--- src/rtl/dmi_uart_pkg.sv ---
// Shared constants for the UART-to-DMI debug transport: FSM states, DMI op/status codes,
// frame lengths and the baud divisor helper.
package dmi_uart_pkg;

  localparam int unsigned DmiAlen = 7;

  localparam logic [1:0] StCollect  = 2'd0;
  localparam logic [1:0] StRequest  = 2'd1;
  localparam logic [1:0] StResponse = 2'd2;
  localparam logic [1:0] StSend     = 2'd3;

  localparam logic [1:0] DMI_NOP   = 2'd0;
  localparam logic [1:0] DMI_READ  = 2'd1;
  localparam logic [1:0] DMI_WRITE = 2'd2;

  localparam logic [7:0] DMI_OK     = 8'd0;
  localparam logic [7:0] DMI_FAILED = 8'd2;
  localparam logic [7:0] DMI_BUSY   = 8'd3;

  localparam int unsigned CMD_BYTES = 6;
  localparam int unsigned RSP_BYTES = 5;

  // Clock cycles per bit, rounded to nearest.
  function automatic int unsigned baud_div(input int unsigned clk_hz, input int unsigned baud);
    return (clk_hz + baud / 2) / baud;
  endfunction

endpackage

--- src/rtl/uart_rx.sv ---
// 8N1 UART receiver: pin synchroniser, start-bit glitch rejection, centre sampling and
// stop-bit check. byte_valid_o / frame_err_o pulse for one cycle at the stop-bit centre.
module uart_rx #(
  parameter int unsigned Div = 434
) (
  input  logic       clk_i,
  input  logic       rst_ni,
  input  logic       rx_i,
  output logic       busy_o,
  output logic       byte_valid_o,
  output logic [7:0] byte_data_o,
  output logic       frame_err_o
);

  localparam int unsigned CntW = $clog2(Div) + 1;
  localparam logic [CntW-1:0] BitEnd  = CntW'(Div - 1);
  localparam logic [CntW-1:0] HalfEnd = CntW'(Div / 2 - 1);

  localparam logic [1:0] RxIdle  = 2'd0;
  localparam logic [1:0] RxStart = 2'd1;
  localparam logic [1:0] RxData  = 2'd2;
  localparam logic [1:0] RxStop  = 2'd3;

  logic [1:0]      sync_q;
  logic            prev_q;
  logic            rx_s;
  logic [1:0]      state_q, state_d;
  logic [CntW-1:0] cnt_q, cnt_d;
  logic [2:0]      bit_q, bit_d;
  logic [7:0]      shift_q, shift_d;

  assign rx_s        = sync_q[1];
  assign busy_o      = (state_q != RxIdle);
  assign byte_data_o = shift_q;

  always_comb begin
    state_d      = state_q;
    cnt_d        = cnt_q;
    bit_d        = bit_q;
    shift_d      = shift_q;
    byte_valid_o = 1'b0;
    frame_err_o  = 1'b0;
    unique case (state_q)
      RxIdle: begin
        if (prev_q && !rx_s) begin
          state_d = RxStart;
          cnt_d   = '0;
        end
      end
      RxStart: begin
        if (cnt_q == HalfEnd) begin
          // A line back high at mid start bit was a glitch.
          state_d = rx_s ? RxIdle : RxData;
          cnt_d   = '0;
          bit_d   = '0;
        end else begin
          cnt_d = cnt_q + CntW'(1);
        end
      end
      RxData: begin
        if (cnt_q == BitEnd) begin
          cnt_d   = '0;
          shift_d = {rx_s, shift_q[7:1]};
          bit_d   = bit_q + 3'd1;
          if (bit_q == 3'd7) state_d = RxStop;
        end else begin
          cnt_d = cnt_q + CntW'(1);
        end
      end
      default: begin
        if (cnt_q == BitEnd) begin
          cnt_d        = '0;
          state_d      = RxIdle;
          byte_valid_o = rx_s;
          frame_err_o  = !rx_s;
        end else begin
          cnt_d = cnt_q + CntW'(1);
        end
      end
    endcase
  end

  always_ff @(posedge clk_i or negedge rst_ni) begin
    if (!rst_ni) begin
      sync_q  <= 2'b11;
      prev_q  <= 1'b1;
      state_q <= RxIdle;
      cnt_q   <= '0;
      bit_q   <= '0;
      shift_q <= '0;
    end else begin
      sync_q  <= {sync_q[0], rx_i};
      prev_q  <= rx_s;
      state_q <= state_d;
      cnt_q   <= cnt_d;
      bit_q   <= bit_d;
      shift_q <= shift_d;
    end
  end

endmodule

--- src/rtl/dmi_uart_host.sv ---
// UART-to-DMI bridge: collects 6-byte command frames, issues one DMI request per frame and
// returns a 5-byte response frame (status, data LE) on the TX pin.
module dmi_uart_host
  import dmi_uart_pkg::*;
#(
  parameter int unsigned ClockHz     = 50_000_000,
  parameter int unsigned BaudRate    = 115200,
  parameter int unsigned TimeoutBits = 64
) (
  input  logic               clk_i,
  input  logic               rst_ni,
  input  logic               rx_i,
  output logic               tx_o,
  output logic               dmi_req_valid_o,
  output logic [1:0]         dmi_req_op_o,
  output logic [DmiAlen-1:0] dmi_req_address_o,
  output logic [31:0]        dmi_req_data_o,
  input  logic               dmi_req_ready_i,
  input  logic               dmi_resp_valid_i,
  input  logic [1:0]         dmi_resp_op_i,
  input  logic [31:0]        dmi_resp_data_i,
  output logic               dmi_resp_ready_o
);

  localparam int unsigned Div       = baud_div(ClockHz, BaudRate);
  localparam int unsigned CntW      = $clog2(Div) + 1;
  localparam int unsigned ToCycles  = TimeoutBits * Div;
  localparam int unsigned ToW       = $clog2(ToCycles + 1);
  localparam logic [CntW-1:0] TxEnd = CntW'(Div - 1);
  localparam logic [ToW-1:0]  ToEnd = ToW'(ToCycles - 1);
  localparam logic [2:0] LastCmd    = 3'(CMD_BYTES - 1);
  localparam logic [2:0] LastRsp    = 3'(RSP_BYTES - 1);

  logic       rx_busy, rx_valid, rx_err;
  logic [7:0] rx_byte;

  uart_rx #(
    .Div (Div)
  ) u_uart_rx (
    .clk_i        (clk_i),
    .rst_ni       (rst_ni),
    .rx_i         (rx_i),
    .busy_o       (rx_busy),
    .byte_valid_o (rx_valid),
    .byte_data_o  (rx_byte),
    .frame_err_o  (rx_err)
  );

  logic [1:0]         state_q, state_d;
  logic [2:0]         idx_q, idx_d;
  logic [1:0]         op_q, op_d;
  logic [DmiAlen-1:0] addr_q, addr_d;
  logic [31:0]        data_q, data_d;
  logic [39:0]        txbuf_q, txbuf_d;
  logic               tx_q, tx_d;
  logic [CntW-1:0]    tx_cnt_q, tx_cnt_d;
  logic [3:0]         tx_bit_q, tx_bit_d;
  logic [2:0]         tx_byte_q, tx_byte_d;
  logic [ToW-1:0]     to_cnt_q, to_cnt_d;
  logic               timeout, start_tx;
  logic [39:0]        tx_load;

  assign dmi_req_valid_o   = (state_q == StRequest);
  assign dmi_resp_ready_o  = (state_q == StResponse);
  assign dmi_req_op_o      = op_q;
  assign dmi_req_address_o = addr_q;
  assign dmi_req_data_o    = data_q;
  assign tx_o              = tx_q;

  always_comb begin
    state_d   = state_q;
    idx_d     = idx_q;
    op_d      = op_q;
    addr_d    = addr_q;
    data_d    = data_q;
    txbuf_d   = txbuf_q;
    tx_d      = tx_q;
    tx_cnt_d  = tx_cnt_q;
    tx_bit_d  = tx_bit_q;
    tx_byte_d = tx_byte_q;
    to_cnt_d  = '0;
    timeout   = 1'b0;
    start_tx  = 1'b0;
    tx_load   = '0;

    // Idle timer only runs on a partial frame while the receiver is between bytes.
    if (state_q == StCollect && idx_q != 3'd0 && !rx_busy) begin
      if (to_cnt_q == ToEnd) timeout = 1'b1;
      else                   to_cnt_d = to_cnt_q + ToW'(1);
    end

    unique case (state_q)
      StCollect: begin
        if (timeout || rx_err) begin
          idx_d = '0;
        end else if (rx_valid) begin
          unique case (idx_q)
            3'd0:    op_d          = rx_byte[1:0];
            3'd1:    addr_d        = rx_byte[DmiAlen-1:0];
            3'd2:    data_d[7:0]   = rx_byte;
            3'd3:    data_d[15:8]  = rx_byte;
            3'd4:    data_d[23:16] = rx_byte;
            default: data_d[31:24] = rx_byte;
          endcase
          if (idx_q == LastCmd) begin
            idx_d = '0;
            unique case (op_q)
              DMI_READ, DMI_WRITE: state_d = StRequest;
              DMI_NOP: begin
                start_tx = 1'b1;
                tx_load  = {32'h0, DMI_OK};
              end
              default: begin
                start_tx = 1'b1;
                tx_load  = {32'h0, DMI_FAILED};
              end
            endcase
          end else begin
            idx_d = idx_q + 3'd1;
          end
        end
      end
      StRequest: begin
        if (dmi_req_ready_i) state_d = StResponse;
      end
      StResponse: begin
        if (dmi_resp_valid_i) begin
          start_tx = 1'b1;
          tx_load  = {dmi_resp_data_i, 6'b0, dmi_resp_op_i};
        end
      end
      default: begin
        // tx_bit_q: 0 start, 1..8 data LSB first, 9 stop.
        if (tx_cnt_q == TxEnd) begin
          tx_cnt_d = '0;
          if (tx_bit_q == 4'd9) begin
            if (tx_byte_q == LastRsp) begin
              state_d = StCollect;
              tx_d    = 1'b1;
            end else begin
              tx_byte_d = tx_byte_q + 3'd1;
              tx_bit_d  = '0;
              tx_d      = 1'b0;
            end
          end else begin
            tx_bit_d = tx_bit_q + 4'd1;
            if (tx_bit_q == 4'd8) begin
              tx_d = 1'b1;
            end else begin
              tx_d    = txbuf_q[0];
              txbuf_d = {1'b0, txbuf_q[39:1]};
            end
          end
        end else begin
          tx_cnt_d = tx_cnt_q + CntW'(1);
        end
      end
    endcase

    if (start_tx) begin
      state_d   = StSend;
      txbuf_d   = tx_load;
      tx_d      = 1'b0;
      tx_cnt_d  = '0;
      tx_bit_d  = '0;
      tx_byte_d = '0;
    end
  end

  always_ff @(posedge clk_i or negedge rst_ni) begin
    if (!rst_ni) begin
      state_q   <= StCollect;
      idx_q     <= '0;
      op_q      <= '0;
      addr_q    <= '0;
      data_q    <= '0;
      txbuf_q   <= '0;
      tx_q      <= 1'b1;
      tx_cnt_q  <= '0;
      tx_bit_q  <= '0;
      tx_byte_q <= '0;
      to_cnt_q  <= '0;
    end else begin
      state_q   <= state_d;
      idx_q     <= idx_d;
      op_q      <= op_d;
      addr_q    <= addr_d;
      data_q    <= data_d;
      txbuf_q   <= txbuf_d;
      tx_q      <= tx_d;
      tx_cnt_q  <= tx_cnt_d;
      tx_bit_q  <= tx_bit_d;
      tx_byte_q <= tx_byte_d;
      to_cnt_q  <= to_cnt_d;
    end
  end

endmodule

--- config.mk ---
export PLATFORM = sky130hd
export DESIGN_NAME = dmi_uart_host
export DESIGN_NICKNAME = d
export VERILOG_FILES = /design/src/rtl/dmi_uart_pkg.sv /design/src/rtl/uart_rx.sv /design/src/rtl/dmi_uart_host.sv
export SDC_FILE = /design/constraint.sdc
export NUM_CORES = 1
export LEC_CHECK = 0
export CORE_MARGIN = 2
export CORE_UTILIZATION = 47
export DETAILED_ROUTE_END_ITERATION = 6
export GPL_TIMING_DRIVEN = 0
export PLACE_DENSITY = 0.69
export REMOVE_ABC_BUFFERS = 1
export SLEW_MARGIN = 10
export SYNTH_ARGS = -nofsm -noshare
export SYNTH_HDL_FRONTEND = slang
export SYNTH_SLANG_ARGS = --single-unit
--- constraint.sdc ---
create_clock -name clk_i -period 4.8 [get_ports clk_i]
set_input_delay 0.96 -clock clk_i [delete_from_list [all_inputs] [get_ports clk_i]]
set_output_delay 0.96 -clock clk_i [all_outputs]
set_load 0.05 [all_outputs]
Yosys cells after proc, flatten, opt, wreduce, memory -nomap -nowiden:

Index checks and enable logic that the tools add are counted.

* register bits: 145
* logic and storage cells: 174
* bits of input ports: 39

* bitwise logic cells: 2
* add/sub/neg operators: 7
* multiplexer cells: 71
* eq/ne operators: 34
* reductions and logical operators: 40

Operators by type and width (number)
* $mux W40: 6
* $pmux W40 S2: 1
* $mux W10: 6
* $mux W2: 19
* $reduce_and A4 Y1: 8
* $mux W15: 2
* $mux W3: 10
* $add A10 B1 Y10 const B: 2
* $eq A10 B9 Y1 const B: 2
* $mux W4: 5
* $pmux W10 S2: 1
* $mux W1: 17
* $add A15 B1 Y15 const B: 1
* $eq A15 B15 Y1 const B: 1
* $eq A3 B3 Y1 const B: 4
* $ne A2 B1 Y1 const B: 6
* $pmux W2 S3: 2
* $reduce_bool A4 Y1: 3
* $eq A10 B8 Y1 const B: 1
* $reduce_bool A2 Y1: 5
* $add A3 B1 Y3 const B: 3
* $ne A3 B3 Y1 const B: 3
* $reduce_and A9 Y1: 1
* $reduce_or A3 Y1: 3
* other kinds (23): 42

Depth between registers and ports, before layout:

Gate-level depths: netlist (run 1).

* depth in word-level cells: 9
* depth in mapped cells: 9
* depth with buffers taken out: 7

Hierarchy:

A second synthesis (run 1) with hierarchy kept.

* cells, all modules: 616
* area total of the unflattened synthesis: 6759.0 um^2

By module, submodules not included
* dmi_uart_host: area each 5427.7 um^2, cells each 495, times used 1
* uart_rx: area each 1331.3 um^2, cells each 121, times used 1

Least setup slack after synthesis (run 1):

No wires, ideal clock.

* path type: reg2reg
* from: reg state_q[0]
* to: reg tx_bit_q[1]
* setup time: 132 ps
* data required time: 4668 ps
* arrival time: 2413 ps
* path slack: 2255 ps
* buffers on the path: 4
* clock period less this slack: 2545 ps
* stages on the path, launching flop included: 9
* cell sequence: dfrtp_1 > clkbuf_1 > nor2b_1 > and2_1 > clkbuf_1 > nand2b_1 > clkbuf_1 > clkbuf_1 > nor2_1

RTL lines
* from (decl): line dmi_uart_host.sv:49 `logic [1:0] state_q, state_d;`
* from (signal assigned): line dmi_uart_host.sv:172 `state_q <= StCollect;`
* from (signal assigned): line dmi_uart_host.sv:184 `state_q <= state_d;`
* $eq A2 B2 Y1 (*)
* net dmi_resp_ready_o: line dmi_uart_host.sv:22 `output logic dmi_resp_ready_o`
* $pmux W1 S2 or $reduce_or A3 Y1 (tied branches)
* $ne A3 B3 Y1 (no source line) (tied with other cells)
* $reduce_and A3 Y1 (no source line)
* to (signal assigned): line dmi_uart_host.sv:192 `tx_bit_q <= tx_bit_d;`
* to (decl): line dmi_uart_host.sv:57 `logic [3:0] tx_bit_q, tx_bit_d;`

Mark *: on every way through the listed nets, which the timed path passes. The rest lies on a longest branch.
A chain may end at the register's enable or synchronous reset.

Worst setup path after layout (run 1):

* from: reg to_cnt_q[8]
* to: reg tx_q (netlist: tx_o)

* word-level cells in the longest chain between the ends: 8

Ends and longest elaborated chain
* from (decl): line dmi_uart_host.sv:59 `logic [ToW-1:0] to_cnt_q, to_cnt_d;`
* from (signal assigned): line dmi_uart_host.sv:194 `to_cnt_q <= to_cnt_d;`
* $eq A15 B15 Y1 (*): line dmi_uart_host.sv:88 `if (to_cnt_q == ToEnd) timeout = 1'b1;`
* $mux W1 (*): line dmi_uart_host.sv:88
* $mux W1 (*): line dmi_uart_host.sv:87 `if (state_q == StCollect && idx_q != 3'd0 && !rx_busy) begin`
* $logic_or A1 B1 Y1 (*): line dmi_uart_host.sv:94 `if (timeout || rx_err) begin`
* $mux W1 (*): line dmi_uart_host.sv:94
* $pmux W1 S2 (*): line dmi_uart_host.sv:92 `unique case (state_q)`
* $ne A2 B1 Y1 (no source line) or $reduce_bool A2 Y1 (tied branches)
* $reduce_and A2 Y1 (no source line)
* to (signal assigned): line dmi_uart_host.sv:190 `tx_q <= tx_d;`
* to (decl): line dmi_uart_host.sv:55 `logic tx_q, tx_d;`

Mark *: on every way between the ends. The rest lies on a longest branch, timed or not.

==> results of run 1 <==
==> cell families (layout without fill, tap and decap cells) <==
kind of cell,count (synthesis),count (layout),share of synthesized area (%)
fa+ha+maj,19,19,3.44
flops,145,145,52.6
xor+xnor,18,18,2.28
simple gates,206,206,15.2
buf+inv,44,139,2.59
mux,97,97,15.3
compound gates,97,97,8.64
==> layout by cell type (no fill, tap or decap), drive strengths merged, types with 5 or more instances in the layout <==
master         synthesis  final
dfrtp                141    141
buf                    6      7
inv                   19     24
mux2                  49     49
nor2                  46     46
xor2                   9      9
a22o                   5      5
nand3                 25     25
nor3                   8      8
o21ai                 48     48
nand2                 65     65
a21oi                 13     13
nand3b                 7      7
a31oi                  5      5
ha                    19     19
nand2b                 7      7
xnor2                  9      9
o211ai                 5      5
mux2i                 48     48
clkdlybuf4s50          0     81
clkbuf                19     18
nand4                  6      6
and3                  11     11
==> layer usage <==
layer	vias to the layer above	GRT usage [%]	share of wire (%)
met3	15	7.15	5.6
met4	0	6.93	1.2
met5	-	0	0
met2	87	31.8	49
met1	2439	24.0	44
li1	2377	-	-
==> area by class of cell <==
type / count / area (sq um)
clock buffers: 18 / 439
clock inverters: 14 / 153
fillers: 1182 / 5820
inverters: 19 / 71.3
multi-input cells: 437 / 3120
flip-flops and latches: 145 / 3630
well taps: 184 / 230
repair buffers: 88 / 955
==> final timing paths <==
kind / from / end / depth (start not counted) / slack, ns
max in group asynchronous: rst_ni / dmi_req_data_o[8] / 2 / 3.58
hold / removal: u_uart_rx.sync_q[0] / u_uart_rx.sync_q[1] / 0 / 0.36
setup reg to reg: to_cnt_q[8] / tx_o / 6 / 1.21
setup / recovery: to_cnt_q[8] / tx_o / 6 / 1.21
min in group asynchronous: rst_ni / tx_bit_q[0] / 1 / 0.43
hold reg to reg: u_uart_rx.sync_q[0] / u_uart_rx.sync_q[1] / 0 / 0.36
==> per-stage QoR <==
stage,setup WS [ns],instance area (sq um)
finish,1.21,8600
floorplan,0.813,6800
CTS,1.20,8590
detailed placement,1.14,8000
global placement,-2.92,7860
global route,0.922,8600
==> flip-flops by register name, summed over array words and instances, names as in the netlist, 2 cells and up <==
register / flops
tx_bit_q: 4
dmi_req_address_o: 7
u_uart_rx.bit_q: 3
u_uart_rx.byte_data_o: 8
state_q: 2
u_uart_rx.cnt_q: 10
tx_cnt_q: 10
u_uart_rx.state_q: 2
dmi_req_data_o: 32
to_cnt_q: 15
tx_byte_q: 3
txbuf_q: 40
idx_q: 3
dmi_req_op_o: 2
u_uart_rx.sync_q: 2
==> synthesized netlist by cell type, types with 3 or more instances <==
cell / count
ha_1: 19
nand4_1: 5
a31oi_1: 5
mux2_2: 42
nor3_1: 8
dfrtp_1: 141
and2_1: 4
o31ai_1: 3
nand3b_1: 7
a211oi_1: 4
mux2_4: 7
nand3_1: 25
inv_1: 19
and3_1: 10
mux2i_1: 48
dfstp_2: 4
nor2_1: 46
nor2b_1: 4
a21o_1: 3
nand2_1: 65
o21ai_0: 46
o211ai_1: 4
xnor2_1: 9
xor2_1: 9
a22o_1: 5
nand2b_1: 7
clkbuf_1: 19
or3_1: 4
a21oi_1: 13
buf_2: 5
==> power by group <==
group,leakage (nW),internal [W],switching [W]
Clock,0.285,0.000785,0.000532
Sequential,1.94,0.00141,0.000145
Combinational,1.84,0.000292,0.000383
Total,4.07,0.00249,0.00106
==> worst reg2reg max path, stage by stage (launching register included) <==
cell and delay (ns):
dfrtp_1 0.41, or4b_1 0.52, or4_1 0.66, o211ai_2 0.77
nand2b_2 0.53, buf_16 0.33, nor4_1 0.28
==> out/qor.txt, run 1 <==
Final cell count without fillers: 905
Fmax: 279 MHz
Relative slew slack: 40.7%
Seq/Total Area, Yosys: 52.6%
FFs w/ async S/R, synth: 100%
Power per cell area: 412 nW/um^2
Largest net degree at the start of global routing: 100
GRT Util Overall: 19.5%
GP Congestion: 0.827
Core ar.: 14400 sq um
Period utilization: 74.7%
Startpoint types: register
EDFF count, synth: 0
Nature of the critical path endpoint: register
Hold Vio Cnt, Final: 0
Number of global-route vias before repair: 5109
FF+latch count, synth: 145
Warnings from Yosys: 0
# diodes: 0
1st-pass router iterations: 4
Unrepaired setup endpoints after global routing: false
Slew @ Worst Pin: 0.887 ns
DR iter-0 viols: 294
Pleak: 4.07 nW
Placement Rows: 44
Critical Path RT: 5.13 ns
Die Y-Extent: 125 microns
Worst hold slack: 0.358 ns
Clock buffer depth: 2
Vias per inst: 5.43
Main synth FF type: dfrtp_1
VDD IR-drop max: 0.248 mV
Clock slew at reported path FFs: 0.06 ns
Final setup vio count: 0
Critical path buffer and inverter count: 1
Layout Skew: 0.00919 ns
Final WL: 14.7 mm
Clock Sinks: 145
Worst min path class: reg -> reg
Cell variety after synth: 58
Via count: 4918
Area grow syn2layout: 24.4%
CP max-delay cell: o211ai_2
Postcts setup bufs: 0
Post-route setup TNS: 0 ns
Tmin final: 3.59 ns
Post-Synthesis Cells: 626
Layout cell share with drive strength beyond 1: 14.4%
Synthesized cell area: 6910 sq um
CP cell instances: or4b_1 > or4_1 > o211ai_2 > nand2b_2 > buf_16 > nor4_1
CTS buffer count: 17
Net count, final: 766
CP top delay family: simple AND/OR/NAND/NOR gates
Root buf cell: clkbuf_16
Setup CP Type: reg -> reg
Number of cells after detailed placement: 872
DRT antenna net count: 0
Grt ovf: 0
Final core occ: 59.6%
Max-slew violation count: 0
Top cells by area, synth: dfrtp_1 51%, mux2i_1 7.0%, mux2_2 6.8%, nand2_1 3.5%, ha_1 3.4%
Total power draw: 0.00355 W
CTS tree: done
Arrival time at the worst endpoint: 3.92 ns
Status: completed
DRC: 0
Crit-path max FO: 28
Post-cts gate resize count: 0
# IOs: 83
Cts hold-fix bufs: 0
Initial Util: 47.9%
Max_cap viols: 0
# port buffers: 82
Initial antenna violation count: 0
Syn Area/Cell: 11.0 sq um
Final HPWL DP: 9.99 mm
Die area: 15700 sq um
Max stage delay on crit path: 0.77 ns
First-pass GRT wire length: 24.7 mm
Worst-Skew Late Latency: 0.43 ns
Synth area leader: dfrtp_1
H-Tree Depth: 4
Synth top area share: 51.0%
Wirelength per Cell: 16.3 microns
Die X: 125 microns
(Power assumes the default switching activity.)
==> run 2: changes to the inputs <==
- clock period: 4.8 -> 3.42 ns (I/O delays scaled with it)
==> run 2 against run 1 <==
  * Cell area grew 0.25%
  * Sequential share of layout area shrank 0.10 points
  * Clock skew decreased by 0.00097 ns
  * Highest routed layer unchanged
==> out/qor.txt, run 2 (same netlist as run 1, synthesis figures left out) <==
Status: completed
DR iter-0 viols: 336 (+14%)
CTS tree: done
Postcts setup bufs: 0 (unchanged)
Core ar.: 14400 sq um (unchanged)
Fmax: 314 MHz (+13%)
Root buf cell: clkbuf_16
Worst-case reg-to-reg path depth: 6 (unchanged)
Nature of the critical path endpoint: register
Clock Sinks: 145 (unchanged)
Grt ovf: 0 (unchanged)
Vias per inst: 5.48 (+0.91%)
# port buffers: 82 (unchanged)
Max_cap viols: 0 (unchanged)
Commonest non-fill, non-tap cell in the layout: dfrtp_1
H-Tree Depth: 4 (unchanged)
Final WS setup: 0.235 ns (-0.977 ns)
Die X: 125 microns (unchanged)
Cts hold-fix bufs: 0 (unchanged)
Layout Skew: 0.00821 ns (-0.000974 ns)
# IOs: 83 (unchanged)
GP Congestion: 0.827 (unchanged)
Pleak: 4.07 nW (about the same)
Most frequent cells in the layout: 141 x dfrtp_1, 81 x clkdlybuf4s50_1, 65 x nand2_1
Final WL: 14.9 mm (+1.4%)
Net count, final: 767 (+0.13%)
VDD IR-drop max: 0.353 mV (+42%)
Number of global-route vias before repair: 5109 (unchanged)
Relative slew slack: 42.2% (+1.5 points)
Period utilization: 93.1% (+18 points)
GR Util met2: 31.8% (unchanged)
DRT antenna net count: 0 (unchanged)
CP max-delay cell: or4_1
Clock slew at reported path FFs: 0.06 ns (about the same)
Max reg flops: 40 (unchanged)
GRT Util Overall: 19.5% (unchanged)
Reg with most FFs: txbuf_q
Initial antenna violation count: 0 (unchanged)
# diodes: 0 (unchanged)
CTS buffer count: 17 (unchanged)
Startpoint types: register
Clock buffer depth: 2 (unchanged)
Arrival time at the worst endpoint: 3.52 ns (-0.40 ns)
Post-route setup TNS: 0 ns (unchanged)
Setup CP Type: reg -> reg
Slew @ Worst Pin: 0.860 ns (-0.0273 ns)
Max-slew violation count: 0 (unchanged)
Final setup vio count: 0 (unchanged)
Die area: 15700 sq um (unchanged)
GR Util met3: 7.15% (unchanged)
Largest net degree at the start of global routing: 100 (unchanged)
Tmin final: 3.19 ns (-0.403 ns)
Critical Path RT: 3.75 ns (-1.38 ns)
Max stage delay on crit path: 0.72 ns (-0.05 ns)
Worst min path class: in -> async
Crit-path max FO: 28 (unchanged)
Final HPWL DP: 9.99 mm (unchanged)
DRC: 0 (unchanged)
1st-pass router iterations: 5 (+1)
Hold Vio Cnt, Final: 0 (unchanged)
First-pass GRT wire length: 24.7 mm (unchanged)
Layout cell share with drive strength beyond 1: 14.5% (+0.12 points)
Worst-Skew Late Latency: 0.43 ns (about the same)
GRT met1 Usage: 24.0% (unchanged)
Power per cell area: 578 nW/um^2 (+40%)
CP cell instances: or4b_1 > or4_1 > o211ai_4 > nand2b_2 > buf_16 > nor4_1
Placement Rows: 44 (unchanged)
Area grow syn2layout: 24.7%
Die Y-Extent: 125 microns (unchanged)
Via count: 4968 (+1.0%)
Unrepaired setup endpoints after global routing: false
Wirelength per Cell: 16.5 microns (+1.3%)
Place WS: -0.168 ns (-1.30 ns)
Final core occ: 59.8% (+0.15 points)
GRT busiest layer: met2
Initial Util: 47.9% (unchanged)
## run 2: cell types whose count changed in the layout (fill, tap and decap cells not counted), sizes merged
cell    change
o211ai      +1
## run 2: final timing paths
kind | slack (ns) | from | endpoint
min | 0.15 | rst_ni | tx_cnt_q[7]
min reg2reg | 0.36 | u_uart_rx.sync_q[0] | u_uart_rx.sync_q[1]
max reg2reg | 0.23 | to_cnt_q[8] | tx_o
max in group asynchronous | 2.49 | rst_ni | to_cnt_q[13]
max | 0.23 | to_cnt_q[8] | tx_o
min in group clk_i | 0.36 | u_uart_rx.sync_q[0] | u_uart_rx.sync_q[1]
## run 2: routing by layer
metal,up-vias,part of all wire (%)
met1,2453,43
li1,2385,-
met2,109,49
met4,0,1.5
met3,21,6.4
met5,-,0
## run 2: layout make-up
type                       instances  area [sq um]
multi-input combinational        438          3140
tap                              184           230
timing repair buffer              88           955
inverter                          19          71.3
fill                            1174          5800
sequential                       145          3630
clock inverter                    14           153
clock buffer                      18           439
## run 2: worst max-delay path: cells and delay by family, from the launching register on
| family | cells | cell delay, ns |
|---|---|---|
| buffers and inverters | 1 | 0.30 |
| AND/OR/NAND/NOR | 4 | 1.92 |
| flip-flops | 1 | 0.41 |
| AO/OA/AOI/OAI | 1 | 0.45 |
## run 2: what timing repair did
| action | in CTS | in global routing |
|---|---|---|
| resized for setup | 1 | 0 |
| pin swaps | 0 | 1 |
| endpoints found under the setup margin | 24 | 11 |
| cloned | 0 | 1 |
## run 2: where the power goes
part	internal, W	total [W]	switching (W)	leakage (nW)
logic	0.000410	0.000949	0.000539	1.84
registers	0.00198	0.00218	0.000205	1.94
clock network	0.00110	0.00185	0.000750	0.285
## run 2: through the flow
step	std cells	area [sq um]	total power, W	hold slack, ns
finish	906	8620	0.00498	0.147
global route	906	8620	0.00526	0.162
CTS	904	8600	0.00502	0.151
detailed placement	872	8000	0.00315	0.353
global placement	867	7860	0.00307	0.346
floorplan	601	6800	0.00281	0.345
